`src/rtl/seg_mux_display.sv`:
```
// Time-multiplexed N-digit hex 7-segment driver with per-digit dead time and
// frame-synchronous double buffering of the digit values and blank flags.
module seg_mux_display #(
  parameter int NUM_DIGITS  = 4,
  parameter int SLOT_CYCLES = 20000,
  parameter int DEAD_CYCLES = 200
) (
  input  logic                    clk,
  input  logic                    reset,
  input  logic [4*NUM_DIGITS-1:0] digits,
  input  logic [NUM_DIGITS-1:0]   blank,
  input  logic                    load,
  output logic [6:0]              seg,
  output logic [NUM_DIGITS-1:0]   an,
  output logic                    frame_done
);

  localparam int SW = (NUM_DIGITS > 1) ? $clog2(NUM_DIGITS) : 1;
  localparam int PW = $clog2(SLOT_CYCLES);
  localparam logic [SW-1:0] S_LAST = SW'(NUM_DIGITS - 1);
  localparam logic [PW-1:0] P_LAST = PW'(SLOT_CYCLES - 1);
  localparam logic [PW-1:0] P_DEAD = PW'(DEAD_CYCLES);

  // ST_IDLE holds the scan at (0,0) for the first edge out of reset,
  // making that edge a frame boundary.
  typedef enum logic [1:0] {ST_IDLE, ST_DEAD, ST_DRIVE} state_t;

  state_t                  state_q, state_d;
  logic [SW-1:0]           s_q, s_d;
  logic [PW-1:0]           p_q, p_d;
  logic                    boundary;
  logic [4*NUM_DIGITS-1:0] act_digits_q, act_digits_d, pend_digits_q;
  logic [NUM_DIGITS-1:0]   act_blank_q, act_blank_d, pend_blank_q;
  logic                    pend_valid_q;
  logic [6:0]              seg_d;
  logic [NUM_DIGITS-1:0]   an_d;

  function automatic logic [6:0] decode(input logic [3:0] nib);
    case (nib)
      4'h0: decode = 7'b1000000;
      4'h1: decode = 7'b1111001;
      4'h2: decode = 7'b0100100;
      4'h3: decode = 7'b0110000;
      4'h4: decode = 7'b0011001;
      4'h5: decode = 7'b0010010;
      4'h6: decode = 7'b0000010;
      4'h7: decode = 7'b1111000;
      4'h8: decode = 7'b0000000;
      4'h9: decode = 7'b0010000;
      4'hA: decode = 7'b0001000;
      4'hB: decode = 7'b0000011;
      4'hC: decode = 7'b1000110;
      4'hD: decode = 7'b0100001;
      4'hE: decode = 7'b0000110;
      default: decode = 7'b0001110;
    endcase
  endfunction

  always_comb begin
    s_d          = s_q;
    p_d          = p_q;
    boundary     = 1'b0;
    act_digits_d = act_digits_q;
    act_blank_d  = act_blank_q;
    seg_d        = '1;
    an_d         = '1;

    if (state_q == ST_IDLE) begin
      s_d      = '0;
      p_d      = '0;
      boundary = 1'b1;
    end else if (p_q == P_LAST) begin
      p_d      = '0;
      s_d      = (s_q == S_LAST) ? '0 : s_q + 1'b1;
      boundary = (s_q == S_LAST);
    end else begin
      p_d = p_q + 1'b1;
    end

    // A load on the boundary edge bypasses pending for zero-latency display.
    if (boundary) begin
      if (load) begin
        act_digits_d = digits;
        act_blank_d  = blank;
      end else if (pend_valid_q) begin
        act_digits_d = pend_digits_q;
        act_blank_d  = pend_blank_q;
      end
    end

    state_d = ((DEAD_CYCLES != 0) && (p_d < P_DEAD)) ? ST_DEAD : ST_DRIVE;

    if (state_d == ST_DRIVE && !act_blank_d[s_d]) begin
      an_d[s_d] = 1'b0;
      seg_d     = decode(act_digits_d[s_d*4 +: 4]);
    end
  end

  always_ff @(posedge clk) begin
    if (!reset) begin
      state_q       <= ST_IDLE;
      s_q           <= '0;
      p_q           <= '0;
      act_digits_q  <= '0;
      act_blank_q   <= '1;
      pend_digits_q <= '0;
      pend_blank_q  <= '1;
      pend_valid_q  <= 1'b0;
      seg           <= '1;
      an            <= '1;
      frame_done    <= 1'b0;
    end else begin
      state_q      <= state_d;
      s_q          <= s_d;
      p_q          <= p_d;
      act_digits_q <= act_digits_d;
      act_blank_q  <= act_blank_d;
      if (boundary) begin
        pend_valid_q <= 1'b0;
      end else if (load) begin
        pend_digits_q <= digits;
        pend_blank_q  <= blank;
        pend_valid_q  <= 1'b1;
      end
      seg        <= seg_d;
      an         <= an_d;
      frame_done <= boundary;
    end
  end

endmodule
```
`config.mk`:
```
export PLATFORM = sky130hd
export DESIGN_NAME = seg_mux_display
export DESIGN_NICKNAME = d
export VERILOG_FILES = /design/src/rtl/seg_mux_display.sv
export SDC_FILE = /design/constraint.sdc
export NUM_CORES = 1
export LEC_CHECK = 0
export BUFFER_PORTS_ARGS = -buffer_cell sky130_fd_sc_hd__buf_2
export CAP_MARGIN = 20
export CORE_AREA = 2 2 115 89
export CTS_CLUSTER_DIAMETER = 60
export DETAILED_ROUTE_END_ITERATION = 16
export DIE_AREA = 0 0 117 91
export PLACE_DENSITY = 0.64
export SLEW_MARGIN = 25
export SYNTH_ARGS = -nofsm -noshare
export SYNTH_HDL_FRONTEND = slang
export SYNTH_SLANG_ARGS = --single-unit
export TNS_END_PERCENT = 1
```
`constraint.sdc`:
```
create_clock -name clk -period 3.9 [get_ports clk]
set_input_delay 0.195 -clock clk [delete_from_list [all_inputs] [get_ports clk]]
set_output_delay 0.195 -clock clk [all_outputs]
set_load 0.05 [all_outputs]
```
== After elaboration in Yosys (flattened, before gate mapping) ==
Memories as Yosys holds them, arrays and structs flattened. A register that Yosys moved wholly into a read port is not among the register bits.
Index checks and enable logic that the tools add are counted.

* Memories kept: 1
* Bits in registers: 65
* Bits in read-only memories: 112
* Input bits: 23

{| class="wikitable"
|+ Memory list
! memory !! words !! width !! rd ports !! clocked after memory_dff !! write ports !! RTL line !! text
|-
| (name not given) || 16 || 7 || 1 || 1 || 0 || 39 || <nowiki>case (nib)</nowiki>
|}

* Shift operators: 1
* Multiplexer cells: 18
* Eq/ne operators: 3
* Bitwise gates (word level): 3
* $add $sub $neg: 2
* Reduce and logical (&&, ||, !) cells: 8
* $lt $le $gt $ge: 3

{| class="wikitable"
|+ Operators with widths
! operator !! count
|-
| $mux W16 || 3
|-
| $mux W15 || 2
|-
| $shiftx A16 B5 Y4 || 1
|-
| $add A15 B1 Y15 const B || 1
|-
| $eq A15 B15 Y1 const B || 1
|-
| $lt A15 B8 Y1 const B || 1
|-
| $mux W4 || 3
|-
| $mux W2 || 4
|-
| $eq A2 B2 Y1 const B || 2
|-
| $mux W1 || 4
|-
| $not A4 Y4 || 1
|-
| $reduce_and A2 Y1 || 2
|-
| $lt A2 B3 Y1 const B || 1
|-
| $add A2 B1 Y2 const B || 1
|-
| $bmux W1 S2 || 1
|-
| $demux W1 S2 || 1
|-
| $ge A2 B1 Y1 const B || 1
|-
| $logic_and A1 B1 Y1 || 2
|-
| $logic_not A1 Y1 || 2
|-
| $logic_not A2 Y1 || 1
|-
| $not A1 Y1 || 2
|-
| $reduce_or A2 Y1 || 1
|}

== Logic depth before layout (Yosys ltp) ==
* Depth in word-level cells: 10
* Mapped depth: 15
* Depth with buffers taken out: 12

== Least setup slack after synthesis ==
Ideal clock, no wire load.

* Path kind: register to register
* Start: reg p_q[0]
* End: reg seg[0]
* Library setup time: 0.124 ns
* Data arrival time: 3.273 ns
* Cell stages (with the launch flop): 11
* Period minus slack after synthesis: 3.398 ns
* Path buffers: 0
* Setup slack: 0.502 ns
* Cells stage by stage: dfxtp_1 ha_1 nand4_4 nor4_4 mux2i_1 nor3_2 a221o_1 ha_1 or4b_1 o31ai_1 o31ai_2

* Word-level cells in the longest chain between the ends: 10

{| class="wikitable"
|+ RTL lines
! element !! RTL line !! text
|-
| from (decl) || 30 || <nowiki>logic [PW-1:0] p_q, p_d;</nowiki>
|-
| from (signal assigned) || 115 || <nowiki>p_q <= p_d;</nowiki>
|-
| parallel branches: the longest is 10 deep, another holds $add A15 B1 Y15 || - ||
|-
| to (decl) || 13 || <nowiki>output logic [6:0] seg,</nowiki>
|}

Parallel ways; which one is timed is not known. The select of a mux whose other input is x is not followed.
A chain may end at the register's enable or synchronous reset.

== Final worst setup path ==
Same ends and word-level chain as after synthesis.

==> flow_summary.ini <==
[final_layout]
diodes = 0
drive_gt1_share_pct = 17.99
nNetsFinal = 492
final_common_cell = dfxtp_1
area_growth_pct = 15.53
final_cell_mix = dfxtp_1 (72), nand2_1 (66), nand3_1 (35)
stdcell_area_mm2 = 0.004318
fin_cells = 599
fin_util_pct = 45.44

[floorplanning]
ios = 35
die_area_mm2 = 0.01065
die_x_um = 117
core_area_mm2 = 0.009503
rows = 31
fp.dieH_um = 91
initial_core_util_pct = 39.33

[critical_path]
worstPathMaxFanout = 8
worstSetupStartpoint = p_q[0]
cp_data_arrival_time_ns = 3.90
end_kind = flip-flop
regToRegSetupSlack_ns = 0.20
rr_startpoint = p_q[0]
r2r_end = seg[0]
cp.required_ns = 4.10
cp-start-kind = flip-flop
r2r_cells = 10
crit_end = seg[0]
path_class = reg -> reg

[timing]
tightest_slew_ns = 0.9281
final_max_slew_viol_count = 0
period_minus_slack_ns = 3.705
skew_ns = 0.009738
rsz0062_at_grt = false
fin_crit_sh_pct = 94.99
relSlewSlack_pct = 37.74
hold_violations = 0
tns_ns = 0
setup_viol = 0
fmax_mhz = 269.9

[global_routing]
grt_remaining_overflow = 0
grt_pass1_vias = 2880
grt_pass1_wl_mm = 14.63
antenna_found_initial = 0
grt_max_degree = 34
grt_usage_pct = 17.63

[clock_tree]
cts.path.max_buffers = 2
clk_pin_slew_ns = 0.06
clk_latency_ns = 0.34
cts_inserted_buffers = 9
htreeDepth = 3
cts_num_sinks = 72
cts-root-buf = clkbuf_16
hold_buffers = 0
cts_tree = yes

[drt]
wl_met1_mm = 4.666
drtAntennaViolNets = 0
initialDrtViolationCount = 213
drcViolationCount = 0
topRoutingLayerUsed = met4
met2_length_mm = 3.644
avgRoutedWirePerCell_um = 14.98
num_vias = 3303
wl_met3_um = 528
dr.pass1.iters = 5
avgViaCountPerCell = 5.514
routed_wl_mm = 8.975

[yosys]
synthAdderAreaFrac_pct = 2.343
synthCells = 440
synth_xor_xnor_area_share_pct = 3.281
synth_top_family_by_area = simple AND/OR/NAND/NOR gates
synth_simple_gate_area_share_pct = 26.31
ys_seq_area_share_pct = 38.57
async_flop_share_pct = 0
synth.distinct_cells = 71
syn_area_mm2 = 0.003737
synth_compound_area_share_pct = 20.02
yosysWarnings = 0
syn_nets = 470
synth-edff-count = 0
synth_flop_cell = dfxtp_1
muxShareOfSynthArea_pct = 4.754
avgSynthCellArea_um2 = 8.494
ys_ff_latch = 72

[place]
finalWeightedCongestion = 0.7860
portBuffers = 34
dpl_cell_area_mm2 = 0.003960
placed_cells = 583
hpwl_mm = 6.441

[flow_run]
maxCapViolCount = 0

[pwr]
powerDensity_mw_per_mm2 = 446.3
power.leakage_nw = 1.597
peakVddDrop_mv = 0.2645

[worst_hold_path]
hold_path.class = in -> reg

[status]
outcome = complete, no violations
## cell type report
type,count,area (um2)
Fill cell,952,5185
Multi-Input combinational cell,333,2122
Sequential cell,72,1441
Clock buffer,11,252.7
Timing Repair Buffer,39,207.7
Tap cell,132,165.2
Clock inverter,5,102.6
Inverter,7,26.28
## per-layer routing
layer	GRT usage, %	vias to the layer above
li1	-	1634
met1	27.41	1553
met2	23.12	102
met3	4.406	14
met4	6.078	0
met5	0	-
## cells in the mapped netlist (all sizes together) (8+ instances only)
cell	number	area share, %
nor2	34	3.5
buf	8	1.8
clkbuf	19	1.9
nand2b	8	1.3
a31oi	8	1.3
nand3	35	4.7
dfxtp	72	39
nand2	68	7.1
o22ai	8	1.3
nor3	13	2.0
mux2i	9	2.7
o21ai	19	2.5
a21oi	31	4.2
## power breakdown
group	leakage, nW	internal [mW]	switching, mW
Combinational	0.837	0.0664	0.111
Clock	0.172	0.658	0.312
Sequential	0.588	0.761	0.0181
Total	1.60	1.49	0.441
## critical path: stages (launching register included)
cell and delay, ns:
dfxtp_1 0.37, ha_1 0.32, nand4_4 0.19, nor4_4 0.48, mux2i_1 0.59, nor3_2 0.14, a221o_1 0.47, ha_1 0.28
or4b_1 0.53, o31ai_1 0.10, o31ai_2 0.08
## worst min path at each step
stage	slack (ns)	from	depth (start not counted)	endpoint
after floorplan	0.27	reset	1	act_blank_q[3]
after CTS	0.09	blank[3]	3	pend_blank_q[3]
final	0.09	blank[3]	3	pend_blank_q[3]
after global routing	0.11	blank[3]	3	pend_blank_q[3]
after global placement	0.43	blank[3]	3	pend_blank_q[3]
after detailed placement	0.43	blank[3]	3	pend_blank_q[3]
## kinds of logic after synthesis
logic type	count (synthesis)
muxes	14
buffers and inverters	35
AOI/OAI and AO/OA	107
DFF	72
and+or+nand+nor	191
xor gates and xnor gates	14
adders and majority gates	7
## flip-flops by register name, summed over array words and instances, names as in the netlist, 2 cells and up
| name | count |
|---|---|
| p_q | 15 |
| state_q | 2 |
| s_q | 2 |
| seg | 7 |
| an | 4 |
| pend_digits_q | 16 |
| act_digits_q | 16 |
| pend_blank_q | 4 |
| act_blank_q | 4 |
## metrics by stage
step	hold slack, ns	power, mW	worst slack (ns)
final	0.09012	1.927	0.1952
after CTS	0.08761	1.939	0.2258
after global placement	0.4283	0.9654	0.3172
after global routing	0.1081	1.997	0.002580
after floorplan	0.2682	0.9205	0.5024
after detailed placement	0.4330	0.9702	0.2171
## timing repair
item,4_1_cts,5_1_grt
resized for setup,0,1
setup buffers,0,0
endpoints found under the setup margin,0,1
hold endpoints to repair,0,0
No activity file was read; power rests on OpenSTA's default activity.
